### config.mk
export PLATFORM = sky130hd
export DESIGN_NAME = rr_arbiter4
export DESIGN_NICKNAME = d
export VERILOG_FILES = /design/src/rtl/arb_pkg.sv /design/src/rtl/decoder2to4.sv /design/src/rtl/rr_arbiter4.sv
export SDC_FILE = /design/constraint.sdc
export NUM_CORES = 1
export LEC_CHECK = 0
export ABC_AREA = 0
export BUFFER_PORTS_ARGS = -buffer_cell sky130_fd_sc_hd__buf_2
export CAP_MARGIN = 20
export CORE_UTILIZATION = 50
export DETAILED_ROUTE_END_ITERATION = 6
export GPL_TIMING_DRIVEN = 0
export PLACE_DENSITY = 0.75
export SYNTH_ARGS = -nofsm -noshare
export SYNTH_HDL_FRONTEND = slang
export SYNTH_HIERARCHICAL = 1
export SYNTH_SLANG_ARGS = --single-unit
### constraint.sdc
create_clock -name clk -period 4.6 [get_ports clk]
set_clock_uncertainty 0.05 [all_clocks]
set_input_delay 0.23 -clock clk [delete_from_list [all_inputs] [get_ports clk]]
set_output_delay 0.23 -clock clk [all_outputs]
set_load 0.03 [all_outputs]
### src/rtl/arb_pkg.sv
// Shared definitions for the 4-way round-robin arbiter and its decode path.
package arb_pkg;

  localparam int NUM_REQ = 4;
  localparam int IDX_W   = 2;

  typedef enum logic {
    IDLE  = 1'b0,
    GRANT = 1'b1
  } arb_state_e;

endpackage

### src/rtl/decoder2to4.sv
// Enabled 2-to-4 one-hot decoder; all-zero output when disabled.
module decoder2to4 (
  input  logic [1:0] a,
  input  logic       en,
  output logic [3:0] y
);

  always_comb begin
    y = 4'b0000;
    if (en) y = 4'b0001 << a;
  end

endmodule

### src/rtl/rr_arbiter4.sv
// Round-robin arbiter for 4 requesters with a bounded grant hold time.
// Grant outputs depend only on registered state, so they change one edge after the decision.
module rr_arbiter4
  import arb_pkg::*;
#(
  parameter int HOLD_MAX = 8
) (
  input  logic       clk,
  input  logic       rst_n,
  input  logic       en,
  input  logic [3:0] req,
  output logic [3:0] gnt,
  output logic [1:0] gnt_id,
  output logic       gnt_valid
);

  localparam int CNT_W = $clog2(HOLD_MAX + 1);
  localparam logic [CNT_W-1:0] CNT_MAX = CNT_W'(HOLD_MAX);

  // Returns {found, index}: first set bit scanning p+1, p+2, p+3, p (mod 4).
  function automatic logic [IDX_W:0] rr_search(input logic [NUM_REQ-1:0] r,
                                               input logic [IDX_W-1:0]   p);
    logic [IDX_W:0]   res;
    logic [IDX_W-1:0] idx;
    res = '0;
    for (int i = NUM_REQ; i >= 1; i--) begin
      idx = p + IDX_W'(i);
      if (r[idx]) res = {1'b1, idx};
    end
    return res;
  endfunction

  function automatic logic [CNT_W-1:0] sat_inc(input logic [CNT_W-1:0] c);
    return (c == CNT_MAX) ? c : c + CNT_W'(1);
  endfunction

  arb_state_e         state_p0, state_p1;
  logic [IDX_W-1:0]   ptr_p0, ptr_p1;
  logic [CNT_W-1:0]   cnt_p0, cnt_p1;
  logic [NUM_REQ-1:0] others;
  logic [IDX_W:0]     win_all, win_oth;
  logic               vld_p1;

  // Stage p1: state register; ptr doubles as the current owner while in GRANT.
  always_ff @(posedge clk or negedge rst_n) begin
    if (!rst_n) begin
      state_p1 <= IDLE;
      ptr_p1   <= IDX_W'(NUM_REQ - 1);
      cnt_p1   <= '0;
    end else begin
      state_p1 <= state_p0;
      ptr_p1   <= ptr_p0;
      cnt_p1   <= cnt_p0;
    end
  end

  // Stage p0: next-state decision from the sampled requests.
  always_comb begin
    others   = req & ~(NUM_REQ'(1) << ptr_p1);
    win_all  = rr_search(req, ptr_p1);
    win_oth  = rr_search(others, ptr_p1);
    state_p0 = state_p1;
    ptr_p0   = ptr_p1;
    cnt_p0   = cnt_p1;
    case (state_p1)
      IDLE: begin
        if (en && win_all[IDX_W]) begin
          state_p0 = GRANT;
          ptr_p0   = win_all[IDX_W-1:0];
          cnt_p0   = CNT_W'(1);
        end
      end
      GRANT: begin
        if (!en) begin
          state_p0 = IDLE;
          cnt_p0   = '0;
        end else if (!req[ptr_p1] || (cnt_p1 == CNT_MAX && |others)) begin
          // Handoff excludes the owner, so a timed-out owner waits its turn.
          if (win_oth[IDX_W]) begin
            ptr_p0 = win_oth[IDX_W-1:0];
            cnt_p0 = CNT_W'(1);
          end else begin
            state_p0 = IDLE;
            cnt_p0   = '0;
          end
        end else begin
          cnt_p0 = sat_inc(cnt_p1);
        end
      end
      default: state_p0 = IDLE;
    endcase
  end

  always_comb begin
    vld_p1    = (state_p1 == GRANT);
    gnt_valid = vld_p1;
    gnt_id    = vld_p1 ? ptr_p1 : '0;
  end

  decoder2to4 u_dec (
    .a  (ptr_p1),
    .en (vld_p1),
    .y  (gnt)
  );

endmodule
==> results of run 1 <==
[stage by stage]
step	power, mW	instance area, um2	hold WS [ps]	std cells	setup WS [ps]
after floorplan	0.460	1040	-116	118	2160
after global placement	0.537	1140	6.68	157	1830
after detailed placement	0.550	1140	10.1	157	1790
after CTS	0.605	1170	258	162	1780
after global routing	0.662	1170	276	162	1630
final	0.607	1170	264	162	1790
[power by group]
| part | internal [mW] | switching (mW) | total, mW |
|---|---|---|---|
| sequential | 0.0863 | 0.0364 | 0.123 |
| combinational | 0.182 | 0.251 | 0.433 |
| clock | 0.0328 | 0.0186 | 0.0515 |
| total | 0.301 | 0.306 | 0.607 |
[kinds of logic (layout without fill, tap and decap cells)]
family,Yosys count,count (layout),share of synthesized area (%)
flops,7,7,17.0
buf+inv,14,31,7.31
compound gates,26,26,22.5
mux,8,8,9.11
fa+ha+maj,6,6,7.19
simple gates,57,57,36.8
[repair_timing]
item	4_1_cts	5_1_grt
buffers inserted	0	0
hold buffers	1	0
hold endpoints to repair	7	0
[final cells by class]
class	instances	share of cell area (%)
tap	27	2.88
inverter	6	1.92
timing repair buffer	13	5.97
clock buffer	4	2.24
multi-input combinational	97	67.3
buffer	8	4.58
sequential	7	15.1
[critical path, cell delays in order, from the launching register on]
cell,delay (ps)
sky130_fd_sc_hd__dfstp_2,650
sky130_fd_sc_hd__buf_2,260
sky130_fd_sc_hd__inv_1,150
sky130_fd_sc_hd__ha_1,290
sky130_fd_sc_hd__buf_2,180
sky130_fd_sc_hd__or3b_1,390
sky130_fd_sc_hd__o2111a_1,140
sky130_fd_sc_hd__nor4_1,270
sky130_fd_sc_hd__nand4_1,150
sky130_fd_sc_hd__mux2i_1,210
[synth_stat cells (2+ instances only)]
cell type	n
sky130_fd_sc_hd__nor3b_1	2
sky130_fd_sc_hd__ha_1	6
sky130_fd_sc_hd__and2_1	2
sky130_fd_sc_hd__nand2_1	5
sky130_fd_sc_hd__mux2i_1	5
sky130_fd_sc_hd__mux2_2	2
sky130_fd_sc_hd__nor2_1	7
sky130_fd_sc_hd__or2_2	2
sky130_fd_sc_hd__a22o_1	2
sky130_fd_sc_hd__or3b_1	2
sky130_fd_sc_hd__dfrtp_1	5
sky130_fd_sc_hd__a2111oi_2	2
sky130_fd_sc_hd__inv_1	6
sky130_fd_sc_hd__a21oi_1	8
sky130_fd_sc_hd__or3_1	2
sky130_fd_sc_hd__dfstp_2	2
sky130_fd_sc_hd__nand2b_1	4
sky130_fd_sc_hd__buf_2	4
sky130_fd_sc_hd__nor2b_4	2
sky130_fd_sc_hd__nand3_1	3
sky130_fd_sc_hd__nor3_1	2
sky130_fd_sc_hd__nor4_1	5
sky130_fd_sc_hd__and3b_1	5
sky130_fd_sc_hd__buf_6	2
sky130_fd_sc_hd__nand3b_1	4
[sequential cells by signal, summed over array words and instances, names as in the netlist]
| register | flops |
|---|---|
| cnt_p1 | 4 |
| gnt_valid | 1 |
| ptr_p1 | 2 |
[path summary, 6_finish.rpt]
kind / slack [ps] / endpoint / cells after the start / from
setup / recovery: 1790 / ptr_p1[0]$_DFFE_PN1P_ / 9 / ptr_p1[1]$_DFFE_PN1P_
hold / removal: 260 / gnt_valid$_DFF_PN0_ / 3 / en
setup reg to reg: 1790 / ptr_p1[0]$_DFFE_PN1P_ / 9 / ptr_p1[1]$_DFFE_PN1P_
hold reg to reg: 510 / cnt_p1[1]$_DFFE_PN0P_ / 1 / cnt_p1[1]$_DFFE_PN0P_
max in group asynchronous: 3980 / ptr_p1[1]$_DFFE_PN1P_ / 2 / rst_n
min in group asynchronous: 290 / cnt_p1[2]$_DFFE_PN0P_ / 2 / rst_n
[metal layers]
layer,share of wire [%],wire [um]
met4,1.4,34
met5,0,0
met3,4.6,107
met2,46,1070
met1,48,1130
==> impl_metrics.ini, run 1 <==
[synth]
synth_cell_types = 52
seq_area_frac_synth_pct = 17.0
postSynthAreaPerCell_um2 = 8.84
yosys_warnings = 6
number_of_enable_type_register_cells_in_the_synthesized_netlist = 0
postSynth.topFlopCell = sky130_fd_sc_hd__dfrtp_1
yosysTopAreaCell = sky130_fd_sc_hd__dfrtp_1
syn-num-nets = 131
async_set_or_reset_register_ratio_after_synthesis_pct = 100
synthesized_area_um2 = 1040
yosys_register_bits = 7
syn_inst = 118
synthTopCellsByArea = sky130_fd_sc_hd__dfrtp_1 (12%), sky130_fd_sc_hd__ha_1 (7.2%), sky130_fd_sc_hd__dfstp_2 (5.0%)
netlist.area_leader.share_pct = 12.0

[clock_tree]
cts_tree = built
cts_inserted_buffers = 3
clock_tree.root_cell = sky130_fd_sc_hd__clkbuf_4
clk_pin_slew_ps = 40
cts.path.max_buffers = 2
htree_num_levels = 1
cts_resized = 0
tritoncts_num_sinks = 7
clock_latency_ps = 240

[sta]
setup_viol = 0
period_share_pct = 61.0
finalWorstPathRequiredPeriod_ps = 2810
maxClockFrequency_mhz = 356
slew_violations = 0
grt_setup_unrepaired = false
fin_tns_setup_ps = 0
timing_hold_violations_final = 0
timing.slew.headroom_pct = 72.5
worst_pin_slew_ps = 413

[drt]
avgRoutedWirePerCell_um = 14.5
route.detailed.vias_per_inst = 6.03
drt_first_iter_violations = 17
post-route-drc-count = 0
drt.antenna.violating_nets = 0
detail_route.wirelength_um = 2350
detail_route.first_pass.iterations = 4
dr_total_vias = 977

[global_routing]
grtUsageMet1_pct = 36.3
global_route.usage.total_pct = 25.1
met3_usage_pct = 2.64
grt_start_max_net_pins = 14
grt_first_pass_wirelength_um = 3940
gr-usage-met2_pct = 35.7
gr-total-overflow = 0
initial_antenna_violation_count = 0
number_of_global_route_vias_before_repair = 900
grt.busiest_layer = met1

[power_and_ir_drop]
cellLeakagePower_nw = 0.528
vdd_ir_drop_max_mv = 0.419
powerDensity_nw_per_um2 = 517

[final_layout]
fin_util_pct = 59.8
ff_latch_area_um2 = 178
syn_to_final_growth_pct = 12.5
num-nets-final = 149
share_of_cells_above_drive_strength_1_pct = 31.9
antenna_cells_inserted = 0
layout.cells.most_common = sky130_fd_sc_hd__buf_2
multiInputGateArea_um2 = 790
most-common-layout-cells = sky130_fd_sc_hd__buf_2 (16), sky130_fd_sc_hd__a21oi_1 (8), sky130_fd_sc_hd__nor2_1 (7)
fillcell_total = 189

[setup_path]
data_arrival_time_of_the_critical_path_ps = 2910
timing.setup.critical_path_class = flop to flop
timing.critical_path.fanout_max = 12
critical_path_required_ps = 4710
element_type_at_the_critical_path_end = flop
worst_setup_path_start_kind = flop

[floorplanning]
floorplan.initialDensity_pct = 53.2
floorplan.core_area_um2 = 1960
chipWidth_um = 47.7
design.portCount = 14
fp-row-count = 16
die_area_um2 = 2270
die_y_um = 47.7

[outcome]
outcome = completed

[placed_design]
finalWeightedCongestion = 0.828
port-buffer-count = 12
post_detailed_placement_half_perimeter_wirelength_um = 1730

[min_path]
worstHoldPathType = input pin to flop

[flow_run]
drv_cap = 0
No activity file was read; power rests on OpenSTA's default activity.
==> inputs of run 2 (changes only) <==
--- a/config.mk
+++ b/config.mk
@@ -5,7 +5,7 @@
 export SDC_FILE = /design/constraint.sdc
 export NUM_CORES = 1
 export LEC_CHECK = 0
-export ABC_AREA = 0
+export ABC_AREA = 1
 export BUFFER_PORTS_ARGS = -buffer_cell sky130_fd_sc_hd__buf_2
 export CAP_MARGIN = 20
 export CORE_UTILIZATION = 50
==> constraint.sdc (replaced) <==
create_clock -name clk -period 2.9 [get_ports clk]
set_clock_uncertainty 0.05 [all_clocks]
set_input_delay 0.145 -clock clk [delete_from_list [all_inputs] [get_ports clk]]
set_output_delay 0.145 -clock clk [all_outputs]
set_load 0.03 [all_outputs]
==> run 2 against run 1 <==
  * Hold slack lost 110 ps
  * Die area is 4.3% lower
  * Core utilization rose by 2.9 points
  * Sequential share of layout area grew 0.59 points
  * Critical path depth grew 5
  * Sequential cell count did not move
  * Global-route usage grew 0.18 points
  * Critical endpoint unchanged
==> impl_metrics.ini, run 2 <==
[power_and_ir_drop]
powerDensity_nw_per_um2 = 1200
clockPowerShare_pct = 6.9
comb_power_share_pct = 77.3
vdd_ir_drop_max_mv = 0.617
sequentialPowerShare_pct = 15.8
power.switching_mw = 0.806
p_sw_share_pct = 59.4
cellLeakagePower_nw = 0.646
internal-power_mw = 0.551

[sta]
period_share_pct = 82.2
timing_hold_violations_final = 0
finalWorstPathRequiredPeriod_ps = 2380
grt_setup_unrepaired = false
maxClockFrequency_mhz = 420
timing.slew.headroom_pct = 69.8
slew_violations = 0
setup_viol = 0
worst_pin_slew_ps = 453
fin_tns_setup_ps = 0

[setup_path]
element_type_at_the_critical_path_end = flop
timing.critical_path.fanout_max = 11
critical_path_required_ps = 3040
critical_path.slowest_cell = sky130_fd_sc_hd__dfstp_2
timing.setup.critical_path_class = flop to flop
worst_setup_path_start_kind = flop
cpPeakStageDelay_ps = 630
data_arrival_time_of_the_critical_path_ps = 2530
worstPathBufferInverterCount = 4
crit_chain = inv_2, buf_6, ha_1, inv_1, nand3_1, nand2_1, nor2_1, nand2_1, nand2_1, nand2_2, inv_2, nor2_4, nand3_1, nand2_1
crit_family = simple AND/OR/NAND/NOR gates
critical-path-top-cell-by-count = sky130_fd_sc_hd__nand2_1

[floorplanning]
floorplan.core_area_um2 = 1800
die_y_um = 46.7
die_area_um2 = 2180
fp-row-count = 15
floorplan.initialDensity_pct = 55.3
chipWidth_um = 46.7
design.portCount = 14

[clock_tree]
cts_inserted_buffers = 3
clk_pin_slew_ps = 60
clock_tree.root_cell = sky130_fd_sc_hd__clkbuf_4
clock_latency_ps = 260
tritoncts_num_sinks = 7
cts_tree = built
htree_num_levels = 1
cts.path.max_buffers = 2

[synth]
yosys_warnings = 6
netlist.area_leader.share_pct = 19.9
most_common_cell_in_the_synthesized_netlist = sky130_fd_sc_hd__nand2_1
synthesized_area_um2 = 997
yosys_register_bits = 7
synth_top_cells_by_count = sky130_fd_sc_hd__nand2_1 (53), sky130_fd_sc_hd__inv_1 (21), sky130_fd_sc_hd__nand3_1 (21)
postSynth.topFlopCell = sky130_fd_sc_hd__dfrtp_1
syn_inst = 167
number_of_enable_type_register_cells_in_the_synthesized_netlist = 0
synth_cell_types = 26
async_set_or_reset_register_ratio_after_synthesis_pct = 100
yosysTopAreaCell = sky130_fd_sc_hd__nand2_1
postSynthAreaPerCell_um2 = 5.97
syn-num-nets = 180
seq_area_frac_synth_pct = 17.8
synthTopCellsByArea = sky130_fd_sc_hd__nand2_1 (20%), sky130_fd_sc_hd__dfrtp_1 (13%), sky130_fd_sc_hd__nand3_1 (11%)

[final_layout]
antenna_cells_inserted = 0
most-common-layout-cells = sky130_fd_sc_hd__nand2_1 (53), sky130_fd_sc_hd__inv_1 (21), sky130_fd_sc_hd__nand3_1 (21)
layout.cells.most_common = sky130_fd_sc_hd__nand2_1
finish.cell_count_without_fillers = 210
regMostFlops = cnt_p1
fin_util_pct = 62.7
syn_to_final_growth_pct = 13.3
share_of_cells_above_drive_strength_1_pct = 22.7
num-nets-final = 199
number_of_flip_flops_in_the_largest_register = 4

[placed_design]
placed_cells_incl_taps = 205
post_detailed_placement_half_perimeter_wirelength_um = 1890
port-buffer-count = 13
finalWeightedCongestion = 0.907

[global_routing]
grt_start_max_net_pins = 12
gr-total-overflow = 0
number_of_global_route_vias_before_repair = 918
global_route.usage.total_pct = 25.2
initial_antenna_violation_count = 0
grt_first_pass_wirelength_um = 3910

[drt]
detail_route.first_pass.iterations = 4
detail_route.wirelength_um = 2380
drt.antenna.violating_nets = 0
post-route-drc-count = 0
route.detailed.vias_per_inst = 5.23
drt_first_iter_violations = 40
dr_total_vias = 1099
avgRoutedWirePerCell_um = 11.3

[flow_run]
drv_cap = 0

[outcome]
outcome = completed

[min_path]
worstHoldPathType = input pin to flop
-- run 2: per-layer routing --
| layer | routed length [um] | track usage [%] |
|---|---|---|
| met3 | 155 | 6.67 |
| met5 | 0 | 0 |
| met1 | 1170 | 34.9 |
| met4 | 23 | 4.57 |
| met2 | 1030 | 39.4 |
-- run 2: what timing repair did --
action | 4_1_cts | 5_1_grt
endpoints found under the hold margin | 7 | 0
setup buffers | 0 | 0
hold buffers | 1 | 0
gates resized for setup | 0 | 0
-- run 2: cell type report --
type                            count  area [um2]
Multi-Input combinational cell    133         707
Fill cell                         182         672
Sequential cell                     7         178
Inverter                           24        90.1
Timing Repair Buffer               14        75.1
Tap cell                           25        31.3
Clock buffer                        4        26.3
Buffer                              3        22.5
-- run 2: worst paths after layout --
path                                       start  slack, ps                    end  cells after the start
min in group asynchronous                  rst_n        190  cnt_p1[3]$_DFFE_PN0P_                      2
min                                           en        160  cnt_p1[3]$_DFFE_PN0P_                      3
max in group asynchronous                  rst_n       2360  ptr_p1[0]$_DFFE_PN1P_                      2
max                        ptr_p1[0]$_DFFE_PN1P_        520  ptr_p1[0]$_DFFE_PN1P_                     14
min reg2reg                cnt_p1[1]$_DFFE_PN0P_        500  cnt_p1[1]$_DFFE_PN0P_                      2
max reg2reg                ptr_p1[0]$_DFFE_PN1P_        520  ptr_p1[0]$_DFFE_PN1P_                     14
-- run 2: cells by family after synthesis --
family,count (synthesis),synth area share (%)
flip-flops,7,17.8
AO/OA/AOI/OAI,14,7.65
AND/OR/NAND/NOR,111,54.0
adder cells (fa/ha/maj),6,7.53
buffers and inverters,27,11.3
XOR/XNOR,2,1.76
-- run 2: through the flow --
| stage | hold WS [ps] | area, um2 | total power [mW] | setup WS [ps] |
|---|---|---|---|---|
| floorplan | -201 | 997 | 1.04 | 844 |
| detailed placement | -58.9 | 1090 | 1.25 | 590 |
| global route | 162 | 1130 | 1.51 | 400 |
| finish | 157 | 1130 | 1.36 | 517 |
| global placement | -65.5 | 1090 | 1.23 | 634 |
| CTS | 156 | 1130 | 1.35 | 555 |
-- run 2: power by group through the flow --
stage | clock [mW] | combinational, mW | sequential [mW]
after CTS | 0.0941 | 1.04 | 0.214
after detailed placement | 0 | 1.04 | 0.215
final | 0.0933 | 1.05 | 0.215
after global routing | 0.102 | 1.19 | 0.221
after floorplan | 0 | 0.834 | 0.210
after global placement | 0 | 1.01 | 0.212
-- run 2: worst min-delay path, cell delays in order --
cell	delay (ps)
sky130_fd_sc_hd__buf_2	140
sky130_fd_sc_hd__nand3_1	80
sky130_fd_sc_hd__o21ai_1	60
